### src/rtl/ir_key_pkg.sv
// Shared definitions for the IR key event queue: decoder button codes,
// colour encoding and the queued event record.
package ir_key_pkg;

  localparam logic [2:0] KEY_GREEN  = 3'b001;
  localparam logic [2:0] KEY_RED    = 3'b010;
  localparam logic [2:0] KEY_YELLOW = 3'b011;
  localparam logic [2:0] KEY_BLUE   = 3'b110;
  localparam logic [2:0] KEY_START  = 3'b100;

  localparam logic [1:0] COL_GREEN  = 2'd0;
  localparam logic [1:0] COL_RED    = 2'd1;
  localparam logic [1:0] COL_YELLOW = 2'd2;
  localparam logic [1:0] COL_BLUE   = 2'd3;

  typedef struct packed {
    logic       start;
    logic [1:0] color;
  } evt_t;

  typedef struct packed {
    logic vld;
    evt_t evt;
  } key_map_t;

  // Unknown codes come back with vld=0 and must be dropped by the caller.
  function automatic key_map_t map_key(input logic [2:0] code);
    map_key     = '0;
    map_key.vld = 1'b1;
    case (code)
      KEY_GREEN:  map_key.evt.color = COL_GREEN;
      KEY_RED:    map_key.evt.color = COL_RED;
      KEY_YELLOW: map_key.evt.color = COL_YELLOW;
      KEY_BLUE:   map_key.evt.color = COL_BLUE;
      KEY_START:  map_key.evt.start = 1'b1;
      default:    map_key.vld       = 1'b0;
    endcase
  endfunction

endpackage

### src/rtl/ir_key_fifo.sv
// First-word-fall-through FIFO of 3-bit events. A push into a full FIFO
// succeeds only when a pop happens in the same cycle.
module ir_key_fifo
  import ir_key_pkg::*;
#(
  parameter int DEPTH = 4
) (
  input  logic                     clk,
  input  logic                     rst,
  input  logic                     push_i,
  input  logic                     pop_i,
  input  logic [2:0]               wdata_i,
  output logic [2:0]               rdata_o,
  output logic                     empty_o,
  output logic                     full_o,
  output logic [$clog2(DEPTH):0]   count_o
);

  localparam int AW = $clog2(DEPTH);
  localparam int CW = AW + 1;

  logic [2:0]    mem_q [DEPTH];
  logic [AW-1:0] wr_q, rd_q;
  logic [CW-1:0] cnt_q;
  logic          do_push, do_pop;

  assign empty_o = (cnt_q == '0);
  assign full_o  = (cnt_q == CW'(DEPTH));
  assign do_pop  = pop_i & ~empty_o;
  assign do_push = push_i & (~full_o | do_pop);
  assign count_o = cnt_q;
  assign rdata_o = empty_o ? 3'b000 : mem_q[rd_q];

  always_ff @(posedge clk or posedge rst) begin
    if (rst) begin
      wr_q  <= '0;
      rd_q  <= '0;
      cnt_q <= '0;
    end else begin
      if (do_push) wr_q <= wr_q + AW'(1);
      if (do_pop)  rd_q <= rd_q + AW'(1);
      cnt_q <= cnt_q + CW'(do_push) - CW'(do_pop);
    end
  end

  // Storage needs no reset: the read side masks it while empty.
  always_ff @(posedge clk) begin
    if (do_push) mem_q[wr_q] <= wdata_i;
  end

endmodule

### src/rtl/ir_key_queue.sv
// Turns IR decoder key strobes into queued game events (colour or START).
// Define IR_KEY_HOLDOFF_EN to suppress repeat presses for HOLDOFF_CYCLES.
module ir_key_queue
  import ir_key_pkg::*;
#(
  parameter int DEPTH          = 4,
  parameter int HOLDOFF_CYCLES = 12_500_000
) (
  input  logic                   clk,
  input  logic                   rst,
  input  logic                   key_rdy,
  input  logic [2:0]             key_code,
  input  logic                   evt_ready,
  input  logic                   clr_ovf,
  output logic                   evt_valid,
  output logic                   evt_start,
  output logic [1:0]             evt_color,
  output logic                   overflow,
  output logic [$clog2(DEPTH):0] fifo_count
);

  logic     rdy_q, ovf_q, ovf_d;
  logic     rise, accept, pop, drop, hold_busy;
  logic     fifo_empty, fifo_full;
  logic [2:0] head;
  key_map_t km;
  evt_t     push_evt;

  // rdy_q resets high so a level already present at release is not a rise.
  assign rise     = key_rdy & ~rdy_q;
  assign km       = map_key(key_code);
  assign push_evt = km.evt;
  assign accept   = rise & km.vld & ~hold_busy;
  assign pop      = evt_valid & evt_ready;
  assign drop     = accept & fifo_full & ~pop;
  assign ovf_d    = drop ? 1'b1 : (clr_ovf ? 1'b0 : ovf_q);

`ifdef IR_KEY_HOLDOFF_EN
  localparam logic [0:0] ST_IDLE = 1'b0;
  localparam logic [0:0] ST_HOLD = 1'b1;
  localparam int HCW = (HOLDOFF_CYCLES > 1) ? $clog2(HOLDOFF_CYCLES) : 1;

  logic [0:0]     st_q, st_d;
  logic [HCW-1:0] hcnt_q, hcnt_d;

  // Hold-off starts on every accepted press, including one dropped as overflow.
  always_comb begin
    st_d   = st_q;
    hcnt_d = hcnt_q;
    case (st_q)
      ST_IDLE: if (accept) begin
        st_d   = ST_HOLD;
        hcnt_d = '0;
      end
      ST_HOLD: if (hcnt_q == HCW'(HOLDOFF_CYCLES - 1)) begin
        st_d   = ST_IDLE;
        hcnt_d = '0;
      end else begin
        hcnt_d = hcnt_q + HCW'(1);
      end
      default: begin
        st_d   = ST_IDLE;
        hcnt_d = '0;
      end
    endcase
  end

  always_ff @(posedge clk or posedge rst) begin
    if (rst) begin
      st_q   <= ST_IDLE;
      hcnt_q <= '0;
    end else begin
      st_q   <= st_d;
      hcnt_q <= hcnt_d;
    end
  end

  assign hold_busy = (st_q == ST_HOLD);
`else
  logic unused_holdoff;
  assign unused_holdoff = |HOLDOFF_CYCLES;
  assign hold_busy      = 1'b0;
`endif

  always_ff @(posedge clk or posedge rst) begin
    if (rst) begin
      rdy_q <= 1'b1;
      ovf_q <= 1'b0;
    end else begin
      rdy_q <= key_rdy;
      ovf_q <= ovf_d;
    end
  end

  ir_key_fifo #(.DEPTH(DEPTH)) u_fifo (
    .clk     (clk),
    .rst     (rst),
    .push_i  (accept),
    .pop_i   (pop),
    .wdata_i (push_evt),
    .rdata_o (head),
    .empty_o (fifo_empty),
    .full_o  (fifo_full),
    .count_o (fifo_count)
  );

  assign evt_valid              = ~fifo_empty;
  assign {evt_start, evt_color} = head;
  assign overflow               = ovf_q;

endmodule

### config.mk
export PLATFORM = sky130hd
export DESIGN_NAME = ir_key_queue
export DESIGN_NICKNAME = d
export VERILOG_FILES = /design/src/rtl/ir_key_pkg.sv /design/src/rtl/ir_key_fifo.sv /design/src/rtl/ir_key_queue.sv
export SDC_FILE = /design/constraint.sdc
export NUM_CORES = 1
export LEC_CHECK = 0
export CAP_MARGIN = 5
export CORE_MARGIN = 1.5
export CORE_UTILIZATION = 29
export DETAILED_ROUTE_END_ITERATION = 8
export HOLD_SLACK_MARGIN = 0.08
export PLACE_DENSITY = 0.51
export RECOVER_POWER = 25
export SYNTH_ARGS = -nofsm -noshare
export SYNTH_HDL_FRONTEND = slang
export SYNTH_SLANG_ARGS = --single-unit
### constraint.sdc
create_clock -name clk -period 2.71 [get_ports clk]
set_clock_uncertainty 0.05 [all_clocks]
set_input_delay 0.813 -clock clk [delete_from_list [all_inputs] [get_ports clk]]
set_output_delay 0.813 -clock clk [all_outputs]
set_load 0.02 [all_outputs]
== Word-level counts from Yosys, hierarchy flattened ==
Memory sizes are Yosys's and may differ from the RTL's.
Cells that the tools add are included.

* Input port bits: 8
* Memory bits (writable): 12
* Logic and storage cells: 39
* Memories: 1
* Output and inout port bits: 8
* Register bits: 9

* Bitwise gates (word level): 12
* Mux-type cells: 8
* Equality and inequality tests: 6
* Add/subtract/negate cells: 4
* Reductions and logical operators: 3

{| class="wikitable"
|+ Memories
! name !! depth !! bits a word !! read ports !! clocked after memory_dff !! write ports !! line !! text
|-
| u_fifo.mem_q || 4 || 3 || 1 || 0 || 1 || ir_key_fifo.sv:22 || <nowiki>logic [2:0] mem_q [DEPTH];</nowiki>
|}

{| class="wikitable"
|+ Operator list
! kind !! count
|-
| 3-bit == test (second input constant) || 3
|-
| 1-bit bitwise AND || 7
|-
| 3-bit by 2-bit == test with 1-bit output (second input constant) || 2
|-
| 1-bit two-way mux || 6
|-
| 2-bit case mux with 3 select lines || 1
|-
| 5-bit OR reduction || 1
|-
| 2-bit by 1-bit adder with 2-bit output (second input constant) || 2
|-
| 1-bit inverter || 4
|-
| 3-bit by 1-bit adder with 3-bit output || 1
|-
| 3-bit by 1-bit == test with 1-bit output (second input constant) || 1
|-
| 3-bit logical NOT || 1
|-
| 3-bit two-way mux || 1
|-
| 3-bit by 1-bit subtractor with 3-bit output || 1
|-
| 2-bit nonzero test || 1
|-
| 1-bit bitwise OR || 1
|}

== Depth between registers and ports, before layout ==
Gate-level depths: netlist of run 1.

* Depth after elaboration: 8
* Gate-level depth with buffers: 9
* Depth with buffers taken out: 8

== By module ==
From an unflattened synthesis of run 1, not the netlist that was laid out.

* Cell total of the unflattened synthesis: 71
* Area total of the unflattened synthesis: 1021.0 µm²

{| class="wikitable"
|+ Modules (own cells, without submodules)
! module !! instances !! sequential area each (µm²) !! cells an instance !! area each (µm²)
|-
| ir_key_fifo || 1 || 535.5 || 56 || 882.1
|-
| ir_key_queue || 1 || 51.3 || 15 || 138.9
|}

== Least setup slack after synthesis of run 1 ==
No wires, ideal clock.

* Path kind: register to register
* From: reg u_fifo.cnt_q[2], in the netlist u_fifo.count_o[2]
* To: reg u_fifo.cnt_q[2], in the netlist u_fifo.count_o[2]
* Required time: 2.530 ns
* Setup slack: 0.149 ns
* Clock period less this slack: 2.561 ns
* Library setup time: 0.130 ns
* Data arrival time: 2.381 ns
* Path buffers: 1
* Cell stages (with the launch flop): 10
* Cell sequence: dfrtp_1 or3_1 clkbuf_1 and2_1 ha_1 inv_1 ha_1 fa_1 xor2_1 xnor2_1

* Word-level cells in the longest chain between the ends: 8
* Elaborated cells between the ends (all ways): 10
* Those cells by class: add/sub: 2; eq/ne: 1; bitwise: 6; reduce/logical: 1

{| class="wikitable"
|+ RTL lines
! what !! line !! text
|-
| start: declaration || ir_key_fifo.sv:24 || <nowiki>logic [CW-1:0] cnt_q;</nowiki>
|-
| start signal: assignment || ir_key_fifo.sv:42 || <nowiki>cnt_q <= cnt_q + CW'(do_push) - CW'(do_pop);</nowiki>
|-
| 3-bit logical NOT * || ir_key_fifo.sv:27 || <nowiki>assign empty_o = (cnt_q == '0);</nowiki>
|-
| 1-bit inverter * || ir_key_queue.sv:107 || <nowiki>assign evt_valid = ~fifo_empty;</nowiki>
|-
| named net evt_valid || ir_key_queue.sv:15 || <nowiki>output logic evt_valid,</nowiki>
|-
| 1-bit bitwise AND || ir_key_queue.sv:34 || <nowiki>assign pop = evt_valid & evt_ready;</nowiki>
|-
| 1-bit bitwise AND * || ir_key_fifo.sv:29 || <nowiki>assign do_pop = pop_i & ~empty_o;</nowiki>
|-
| named net u_fifo.do_pop || ir_key_fifo.sv:25 || <nowiki>logic do_push, do_pop;</nowiki>
|-
| 1-bit bitwise OR || ir_key_fifo.sv:30 || <nowiki>assign do_push = push_i & (~full_o | do_pop);</nowiki>
|-
| 1-bit bitwise AND || ir_key_fifo.sv:30 ||
|-
| 3-bit by 1-bit adder with 3-bit output || ir_key_fifo.sv:42 ||
|-
| 3-bit by 1-bit subtractor with 3-bit output * || ir_key_fifo.sv:42 ||
|}

Mark *: on every way through the listed nets, which the timed path passes. The rest lies on a longest branch.
A chain may end at the register's enable or synchronous reset.

== Worst setup path in the final report of run 1 ==
* From: reg u_fifo.cnt_q[2], in the netlist u_fifo.count_o[2]
* To: out evt_valid

* Word-level cells in the longest chain between the ends: 2

{| class="wikitable"
|+ RTL lines
! what !! line
|-
| 3-bit logical NOT || ir_key_fifo.sv:27
|-
| 1-bit inverter || ir_key_queue.sv:107
|-
| end: declaration || ir_key_queue.sv:15
|}

Every way passes these cells.

==> results of run 1 <==
cells by family (layout without fill, tap and decap cells):
kind of cell               count (synthesis)  after routing  share of synthesized area
DFF                                       21             21                      0.584
AOI/OAI and AO/OA                          1              1                    0.00872
xor gates and xnor gates                   6              6                     0.0523
buffers and inverters                     10             35                     0.0386
adders and majority gates                  7              7                     0.0946
and+or+nand+nor                           19             19                      0.139
muxes                                      4              4                     0.0822
layout make-up:
cell class	count	area, sq um	share of cell area
inverter	8	30.0	0.0233
clock inverter	1	5.00	0.00388
tap	46	57.6	0.0447
multi-input combinational	37	379	0.294
timing repair buffer	23	206	0.160
sequential	21	588	0.456
clock buffer	3	22.5	0.0175
where the power goes:
group,internal (W),total [W],leakage [nW],switching (W)
combinational,0.000265,0.000489,0.291,0.000223
clock,0.0000549,0.000144,0.0177,0.0000888
sequential,0.000414,0.000490,0.216,0.0000759
flip-flops by register name, indices dropped and copies added, names as in the netlist:
register,count
u_fifo.mem_q,12
u_fifo.count_o,3
overflow,1
rdy_q,1
u_fifo.rd_q,2
u_fifo.wr_q,2
worst max path at each step:
stage | from | to | depth (start not counted)
2_1_floorplan | u_fifo.count_o[2] | u_fifo.count_o[2] | 9
3_3_place_gp | evt_ready | u_fifo.count_o[2] | 8
3_5_place_dp | evt_ready | u_fifo.count_o[2] | 8
4_1_cts | u_fifo.count_o[2] | evt_valid | 2
5_1_grt | u_fifo.count_o[2] | evt_valid | 2
6_report | u_fifo.count_o[2] | evt_valid | 2
stage by stage:
step,util,area [sq um],hold slack [ps]
2_1_floorplan,-,1000,456
3_3_place_gp,0.376,1260,461
3_5_place_dp,0.376,1260,460
4_1_cts,0.386,1290,481
5_1_grt,0.386,1290,521
6_report,0.386,1290,478
metal layers:
| metal | up-vias | share of wire |
|---|---|---|
| met5 | - | 0 |
| met4 | 0 | 0.0087 |
| met3 | 2 | 0.044 |
| met2 | 14 | 0.46 |
| met1 | 252 | 0.48 |
| li1 | 281 | - |
worst max-delay path, delay by kind of cell, from the launching register on:
| family | cells | cell delay, ps |
|---|---|---|
| AND/OR/NAND/NOR | 1 | 470 |
| buffers and inverters | 1 | 570 |
| flip-flops | 1 | 430 |
synth_stat cells (all sizes together):
| master | instances | share of area |
|---|---|---|
| a22o | 1 | 0.0087 |
| and2 | 10 | 0.062 |
| clkbuf | 2 | 0.0087 |
| dfrtp | 8 | 0.20 |
| dfstp | 1 | 0.026 |
| edfxtp | 12 | 0.36 |
| fa | 1 | 0.020 |
| ha | 6 | 0.075 |
| inv | 8 | 0.030 |
| mux2 | 1 | 0.015 |
| mux4 | 3 | 0.067 |
| nand2b | 1 | 0.0062 |
| nand3 | 1 | 0.0050 |
| nor2b | 1 | 0.0062 |
| nor3 | 2 | 0.010 |
| nor3b | 1 | 0.0075 |
| nor4 | 1 | 0.021 |
| nor4b | 1 | 0.015 |
| or3 | 1 | 0.0062 |
| xnor2 | 3 | 0.026 |
| xor2 | 3 | 0.026 |
timing repair:
item,in CTS,in global routing
endpoints found under the hold margin,0,0
setup buffers,1,0
setup endpoints to repair,3,0
resized for setup,4,0
==> summary.md, run 1 <==
| Metric | Value |
|---|---|
| Largest net degree at the start of global routing | 13 |
| Leading cell type in the layout, fill and taps excluded | edfxtp_1 |
| First-pass DRT Iterations | 2 |
| Pwr Density | a little under 900 mW/mm^2 |
| Critical path class | reg -> out |
| WHS Endpoint | u_fifo.count_o[2] |
| Slowest-stage cell, CP | clkdlybuf4s50_1 |
| Drt total wl | 1.50 mm |
| Maxcap violations | 0 |
| Worst EP arrival | ~1800 ps |
| Commonest cells after routing, fill and taps aside | edfxtp_1, and2_1, clkdlybuf4s50_1 |
| Hold Fails Final Rpt | 0 |
| Initial antenna violation count | 0 |
| Root buf cell | clkbuf_4 |
| Crit-path cells | or3_1, clkdlybuf4s50_1 |
| Setup WS pre-CTS | -58.6 ps |
| H-tree depth | 1 |
| CTS tree | done |
| Clk Latency, worst-skew pair | between 200 and 300 ps |
| CTS Buffer Depth | 2 |
| Total track usage | 0.0887 |
| Worst hold stages | 1 |
| Layout fillers | 340 |
| Power consumption | 0.00112 W |
| Yosys reg bits | 21 |
| Crit path capture type | output pin |
| Number of global-route vias before repair | 539 |
| Syn nets | 83 |
| Die W | 61.9 um |
| Register area share after synthesis | 0.584 |
| Finish-stage setup viols | 0 |
| Via count | between 500 and 600 |
| Routed WL per cell | 10.8 um |
| RSZ-0062 raised after global routing | false |
| GRT met3 Usage | 0.0269 |
| Setup TNS | 0 ps |
| Tcrit/Tclk final | 0.972 |
| Achievable frequency | around 0.38 GHz |
| Via/cell ratio | 3.95 |
| Slew margin rel. | 0.715 |
| Fin. max-slew vios | 0 |
| Num rows | 21 |
| Status | complete, no violations |
| Min Tclk post-route | 2640 ps |
| Warnings, synthesis | 0 |
| Antenna viol nets, final | 0 |
| R2R depth | 8 |
| Worst Path Max Fanout | 6 |
| Most used routing layer | met2 |
| Max stage delay on crit path | 570 ps |
| Clk slew on worst S/H paths | 110 ps |
| Hold Startpoint | u_fifo.count_o[2] |
| Die height | between 60 and 70 um |
| Worst reg2reg startpoint | u_fifo.count_o[2] |
| I/O Buffers | 15 |
| Post-DP HPWL | 1.26 mm |
| Fin cells | 139 |
| GP Congestion | 0.675 |
| Worst Hold Class | reg -> reg |
| Initial core utilization | 0.301 |
| Cts hold-fix bufs | 0 |
| Post-Syn Area per Cell | 14.8 sq um |
| Routing usage on met1 | 0.113 |
| FF-to-FF End | u_fifo.count_o[2] |
| Worst R2R Setup Slack | 280 ps |
| Nets | around 110 |
| Die area | 0.00383 sq mm |
| Clk sink count | 21 |
| Measured slew at the worst slew-check pin | ~430 ps |
| Synthesized area | 0.00100 sq mm |
| Worst vdd ir | 0.306 mV |
| GRT overflow | 0 |
| 1st-iter DRT viols | 10 |
| Nature of the critical path startpoint | flip-flop |
| Mapped Cells | 68 |
| Top Ports | 16 |
| Core Region | 0.00334 sq mm |
| Share of cells above drive strength 1 | 0.215 |
| Netlist cell types | 22 |
| Area grow syn2layout | 28.3% |
| Diodes inserted | 0 |
| First-pass GRT wire length | between 2 and 2.5 mm |
| Worst endpoint required time | 1850 ps |
| Placed Cells | 134 |
| Min setup slack post-route | 74.5 ps |
| Pleak | 0.524 nW |
| CTS buffer count | 3 |
| GRT met2 Usage | 0.137 |
| DRC viols | 0 |
(Power assumes the default switching activity.)
==> inputs of run 2 (changes only) <==
--- a/config.mk
+++ b/config.mk
@@ -5,8 +5,8 @@
 export SDC_FILE = /design/constraint.sdc
 export NUM_CORES = 1
 export LEC_CHECK = 0
+export ABC_CLOCK_PERIOD_IN_PS = 2710
 export CAP_MARGIN = 5
-export CORE_MARGIN = 1.5
 export CORE_UTILIZATION = 29
 export DETAILED_ROUTE_END_ITERATION = 8
 export HOLD_SLACK_MARGIN = 0.08
==> run 2 against run 1 <==
Effect of this change:
- critical path depth rose by 6
- largest power group unchanged
- final area rose by 0.19%
- global-route usage rose by 1.4 points
- maximum frequency rose by 1.5%
- first-iteration DRC count rose by 30%
- sequential power barely moved
- non-clock buffer count did not move
- wire length rose by 1.1%
==> summary.md, run 2 (same netlist as run 1, synthesis figures left out) <==
| Metric | Value |
|---|---|
| CTS tree | done |
| Post-DP HPWL | 1.25 mm (-1.0%) |
| Num rows | 21 (unchanged) |
| Finish-stage setup viols | 0 (unchanged) |
| Worst EP arrival | 2740 ps (+970 ps) |
| Worst Setup SP | evt_ready |
| M1 WL | 728 um (+0.69%) |
| Die W | 60.9 um (-1.6%) |
| Drt total wl | 1.52 mm (+1.1%) |
| RSZ-0062 raised after global routing | false |
| Root buf cell | clkbuf_4 |
| R2R depth | 8 (unchanged) |
| Total track usage | 0.103 (+0.0138) |
| Initial antenna violation count | 0 (unchanged) |
| Pleak | 0.526 nW (+0.36%) |
| Worst setup path end | u_fifo.count_o[2] |
| Hold Fails Final Rpt | 0 (unchanged) |
| Nets | 109 (unchanged) |
| Antenna viol nets, final | 0 (unchanged) |
| GRT overflow | 0 (unchanged) |
| FF-to-FF End | u_fifo.count_o[2] |
| Worst Hold Class | reg -> reg |
| Core Region | 0.00334 sq mm (unchanged) |
| First-pass DRT Iterations | 4 (+2) |
| Max reg flops | 12 (unchanged) |
| Fin. max-slew vios | 0 (unchanged) |
| Maxcap violations | 0 (unchanged) |
| Die area | 0.00370 sq mm (-3.2%) |
| Status | complete, no violations |
| Commonest cells after routing, fill and taps aside | edfxtp_1, and2_1, inv_1, clkdlybuf4s50_1, buf_4 |
| Met2 Wirelength | 721 um (+3.7%) |
| Fin cells | 139 (unchanged) |
| First-pass GRT wire length | 2.64 mm (+13%) |
| Area grow syn2layout | 28.5% |
| Die height | 60.9 um (-1.6%) |
| Top Ports | 16 (unchanged) |
| Clk slew on worst S/H paths | 120 ps (about the same) |
| Clk Latency, worst-skew pair | 300 ps (about the same) |
| DRC viols | 0 (unchanged) |
| Worst Path Max Fanout | 3 (-3) |
| Routed WL per cell | 10.9 um (+1.1%) |
| Min Tclk post-route | 2600 ps (-39.9 ps) |
| CTS buffer count | 3 (unchanged) |
| Met3 wire len | 51 um (-23%) |
| Diodes inserted | 0 (unchanged) |
| Achievable frequency | 0.385 GHz (+1.5%) |
| Worst vdd ir | 0.282 mV (-7.9%) |
| Nature of the critical path startpoint | primary input |
| Clk sink count | 21 (unchanged) |
| CTS Buffer Depth | 2 (unchanged) |
| Tcrit/Tclk final | 0.958 (-0.0147) |
| DR top layer | met4 |
| Crit path capture type | flip-flop |
| Power consumption | 0.00112 W (+0.19%) |
| Number of global-route vias before repair | 561 (+4.1%) |
| Worst endpoint required time | 2860 ps (+1010 ps) |
| Worst R2R Setup Slack | 280 ps (about the same) |
| 1st-iter DRT viols | 13 (+3) |
| Largest reg by FF count | u_fifo.mem_q |
| Via/cell ratio | 4.03 (+2.0%) |
| Leading cell type in the layout, fill and taps excluded | edfxtp_1 |
| Largest net degree at the start of global routing | 13 (unchanged) |
| Critical path class | in -> reg |
| Initial core utilization | 0.301 (unchanged) |
| Placed Cells | 134 (unchanged) |
| GP Congestion | 0.650 (-3.8%) |
| Via count | 560 (+2.0%) |
| H-tree depth | 1 (unchanged) |
| Slew margin rel. | 0.694 (-0.0210) |
| Share of cells above drive strength 1 | 0.215 (unchanged) |
| Worst reg2reg startpoint | u_fifo.count_o[2] |
| Final core occ | 0.387 (+0.000750) |
| Pwr Density | 871 mW/mm^2 (about the same) |
| I/O Buffers | 15 (unchanged) |
| Cts hold-fix bufs | 0 (unchanged) |
| Measured slew at the worst slew-check pin | 459 ps (+31.4 ps) |
==> run 2: cell types whose count changed in the layout (fill, tap and decap cells not counted) <==
cell	previous run	this run
clkdlybuf4s50_1	9	8
dlymetal6s2s_1	0	1
==> run 2: report_power, final <==
group	leakage, nW	switching [W]	internal (W)
logic	0.293	0.000225	0.000264
clock network	0.0177	0.0000905	0.0000549
registers	0.216	0.0000761	0.000414
==> run 2: worst max-delay path, cell delays in order <==
cell           delay [ps]
dlygate4sd3_1         580
and2_0                190
ha_1                  280
inv_1                  40
ha_1                  180
fa_1                  370
xor2_1                160
xnor2_1               130
==> run 2: final cells by class <==
class,instances,area (sq um)
Clock inverter,1,5.00
Sequential cell,21,588
Clock buffer,3,22.5
Fill cell,327,2050
Tap cell,46,57.6
Inverter,8,30.0
Multi-Input combinational cell,37,379
Timing Repair Buffer,23,209
==> run 2: what timing repair did <==
item,4_1_cts,5_1_grt
resized for setup,4,1
pin swaps,0,0
endpoints found under the setup margin,3,1
buffers inserted,1,0
==> run 2: worst min-delay path by stage <==
stage | end | start | cells after the start | slack (ps)
after floorplan | u_fifo.rd_q[1] | u_fifo.rd_q[1] | 1 | 460
after global placement | overflow | overflow | 1 | 460
after detailed placement | overflow | overflow | 1 | 450
after CTS | u_fifo.count_o[2] | u_fifo.count_o[2] | 1 | 490
after global routing | overflow | overflow | 1 | 520
final | overflow | overflow | 1 | 480
==> run 2: metal layers <==
layer | vias up | global-route usage
li1 | 282 | -
met1 | 264 | 0.131
met2 | 12 | 0.162
met3 | 2 | 0.0405
met4 | 0 | 0.0292
met5 | - | 0
==> run 2: stage by stage <==
step                TNS (ps)  area, sq um  setup WS (ps)  hold slack, ps
global placement       -28.9         1260          -28.9             457
global route               0         1290           57.8             519
detailed placement     -67.8         1260          -67.8             450
CTS                        0         1290           48.9             486
floorplan                  0         1000            149             456
finish                     0         1290            114             478
==> inputs of run 3 (changes only) <==
--- a/config.mk
+++ b/config.mk
@@ -5,7 +5,7 @@
 export SDC_FILE = /design/constraint.sdc
 export NUM_CORES = 1
 export LEC_CHECK = 0
-export ABC_CLOCK_PERIOD_IN_PS = 2710
+export ABC_CLOCK_PERIOD_IN_PS = 2430
 export CAP_MARGIN = 5
 export CORE_UTILIZATION = 29
 export DETAILED_ROUTE_END_ITERATION = 8
==> constraint.sdc (replaced) <==
create_clock -name clk -period 2.43 [get_ports clk]
set_clock_uncertainty 0.05 [all_clocks]
set_input_delay 0.729 -clock clk [delete_from_list [all_inputs] [get_ports clk]]
set_output_delay 0.729 -clock clk [all_outputs]
set_load 0.02 [all_outputs]
==> run 3 against run 2 <==
Effect of this change:
- critical path depth decreased by 4
- count of clock-buffer cells in the layout is the same
- final area rose by 2.2%
- largest power group is now combinational logic
- cell count grew 2.9%
- sequential share of layout area fell by 0.80 points
==> summary.md, run 3 (same netlist as run 1, synthesis figures left out) <==
| Metric | Value |
|---|---|
| Status | complete, no violations |
| Slew margin rel. | 0.714 (+0.0204) |
| Diodes inserted | 0 (unchanged) |
| Clk slew on worst S/H paths | 120 ps (about the same) |
| Crit path capture type | output pin |
| Die height | 60.9 um (unchanged) |
| Design Area, Final | 0.00132 sq mm (+2.2%) |
| FF-to-FF End | u_fifo.count_o[2] |
| Clk sink count | 21 (unchanged) |
| Min Tclk post-route | 2400 ps |
| Clk Latency, worst-skew pair | 300 ps (about the same) |
| Initial core utilization | 0.301 (unchanged) |
| Share of cells above drive strength 1 | 0.320 (+0.105) |
| CTS tree | done |
| Placed instance area | 0.00128 sq mm (+2.2%) |
| Leading cell type in the layout, fill and taps excluded | edfxtp_1 |
| First-pass DRT Iterations | 3 (-1) |
| Measured slew at the worst slew-check pin | 428 ps (-30.6 ps) |
| Via/cell ratio | 4.05 (+0.50%) |
| Buf/Inv on CP | 2 (unchanged) |
| Top delay family on crit path | multiplexers |
| Hold Fails Final Rpt | 0 (unchanged) |
| Max reg flops | 12 (unchanged) |
| Total track usage | 0.0964 (-0.00611) |
| Worst Hold Class | reg -> reg |
| Commonest cells after routing, fill and taps aside | edfxtp_1, buf_4, and2_1, clkdlybuf4s50_1, inv_1 |
| Area grow syn2layout | 31.4% |
| Crit-path cells | buf_6, mux4_2, and2_1, buf_2 |
| Fin. max-slew vios | 0 (unchanged) |
| Finish-stage setup viols | 0 (unchanged) |
| Largest reg by FF count | u_fifo.mem_q |
| Internal power | 0.000863 W (+18%) |
| Pleak | 0.537 nW (+2.1%) |
| Worst EP arrival | 1620 ps (-1120 ps) |
| Number of global-route vias before repair | 550 (-2.0%) |
| DRC viols | 0 (unchanged) |
| Core Region | 0.00334 sq mm (unchanged) |
| Max stage delay on crit path | 460 ps (-120 ps) |
| I/O Buffers | 15 (unchanged) |
| First-pass GRT wire length | 2.48 mm (-6.0%) |
| Worst reg2reg startpoint | u_fifo.count_o[2] |
| 1st-iter DRT viols | 16 (+3) |
| Root buf cell | clkbuf_4 |
| Fin cells | 143 (+2.9%) |
| Critical path class | reg -> out |
| Logic pwr share | 0.468 (+0.033) |
| Worst R2R Setup Slack | 110 ps (-170 ps) |
| WHS Endpoint | u_fifo.count_o[2] |
| Drt total wl | 1.50 mm (-1.2%) |
| Sequential power share | 0.405 (-0.031) |
| R2R depth | 8 (unchanged) |
| WP depth | 4 (-4) |
| Die W | 60.9 um (unchanged) |
| Largest net degree at the start of global routing | 13 (unchanged) |
| CTS buffer count | 3 (unchanged) |
| Slowest-stage cell, CP | mux4_2 |
| Worst Path Max Fanout | 4 (+1) |
| Worst vdd ir | 0.278 mV (-1.4%) |
| Worst hold stages | 1 (unchanged) |
| H-tree depth | 1 (unchanged) |
| Maxcap violations | 0 (unchanged) |
| GRT overflow | 0 (unchanged) |
| Die area | 0.00370 sq mm (unchanged) |
| Antenna viol nets, final | 0 (unchanged) |
| Final core occ | 0.396 (+0.00862) |
| Placed Cells | 137 (+2.2%) |
| Routed WL per cell | 10.5 um (-4.0%) |
| CTS Buffer Depth | 2 (unchanged) |
| Top Ports | 16 (unchanged) |
| Nature of the critical path startpoint | flip-flop |
| Clock Power Share | 0.127 (-0.002) |
| RSZ-0062 raised after global routing | true |
| Initial antenna violation count | 0 (unchanged) |
| Worst endpoint required time | 1650 ps (-1210 ps) |
| Switching Share | 0.342 (-0.00566) |
| Achievable frequency | 0.416 GHz |
| Tcrit/Tclk final | 0.989 |
| Via count | 579 (+3.4%) |
| NetSw | 0.000449 W (+15%) |
| Num rows | 21 (unchanged) |
| Pwr Density | 994 mW/mm^2 (+14%) |
| Nets | 113 (+3.7%) |
| GP Congestion | 0.669 (+2.9%) |
| Post-DP HPWL | 1.24 mm (-0.60%) |
| Hold Startpoint | u_fifo.count_o[2] |
## run 3: cell count changes in the layout (fill, tap and decap cells not counted), sizes merged
cell,before,now
clkdlybuf4s50,8,9
dlymetal6s2s,1,0
dlygate4sd3,3,2
buf,8,15
dlygate4sd2,3,1
## run 3: how the worst max path moves through the flow
stage                                 start           endpoint  slack (ps)
final                        u_fifo.rd_q[0]       evt_color[0]          30
after floorplan           u_fifo.count_o[0]  u_fifo.count_o[2]           7
after CTS                    u_fifo.rd_q[0]       evt_color[0]         0.7
after detailed placement          evt_ready  u_fifo.count_o[2]        -230
after global placement            evt_ready  u_fifo.count_o[2]        -180
after global routing         u_fifo.rd_q[0]       evt_color[0]         -60
## run 3: what timing repair did
item	CTS	global route
setup endpoints to repair	4	4
hold endpoints to repair	0	0
hold buffers	0	0
resized for setup	12	4
buffers inserted	1	1
## run 3: power by group through the flow
stage	Clock (W)	Sequential (W)	Combinational, W
finish	0.000166	0.000532	0.000614
global route	0.000187	0.000551	0.000690
CTS	0.000172	0.000532	0.000623
detailed placement	0	0.000542	0.000627
global placement	0	0.000540	0.000616
floorplan	0	0.000559	0.000366
## run 3: routing by layer
metal,part of all wire,GRT usage,vias to the layer above
met5,0,0,-
met4,0.0093,0.0390,0
met3,0.046,0.0384,2
met2,0.45,0.141,14
met1,0.49,0.127,273
li1,-,-,290
## run 3: through the flow
stage                     hold slack [ps]  setup TNS (ps)  power, W  worst slack (ps)
final                                 465               0   0.00131              27.9
after global placement                439           -1460   0.00116              -181
after global routing                  496           -57.3   0.00143             -57.3
after detailed placement              447           -1740   0.00117              -232
after floorplan                       456               0  0.000925              7.05
after CTS                             468               0   0.00133             0.713
## run 3: final cells by class
| type | count | area (sq um) |
|---|---|---|
| clock buffers | 3 | 22.5 |
| inverters | 8 | 30.0 |
| flip-flops and latches | 21 | 591 |
| fillers | 346 | 2020 |
| repair buffers | 27 | 228 |
| well taps | 46 | 57.6 |
| multi-input cells | 37 | 387 |
| clock inverters | 1 | 5.00 |
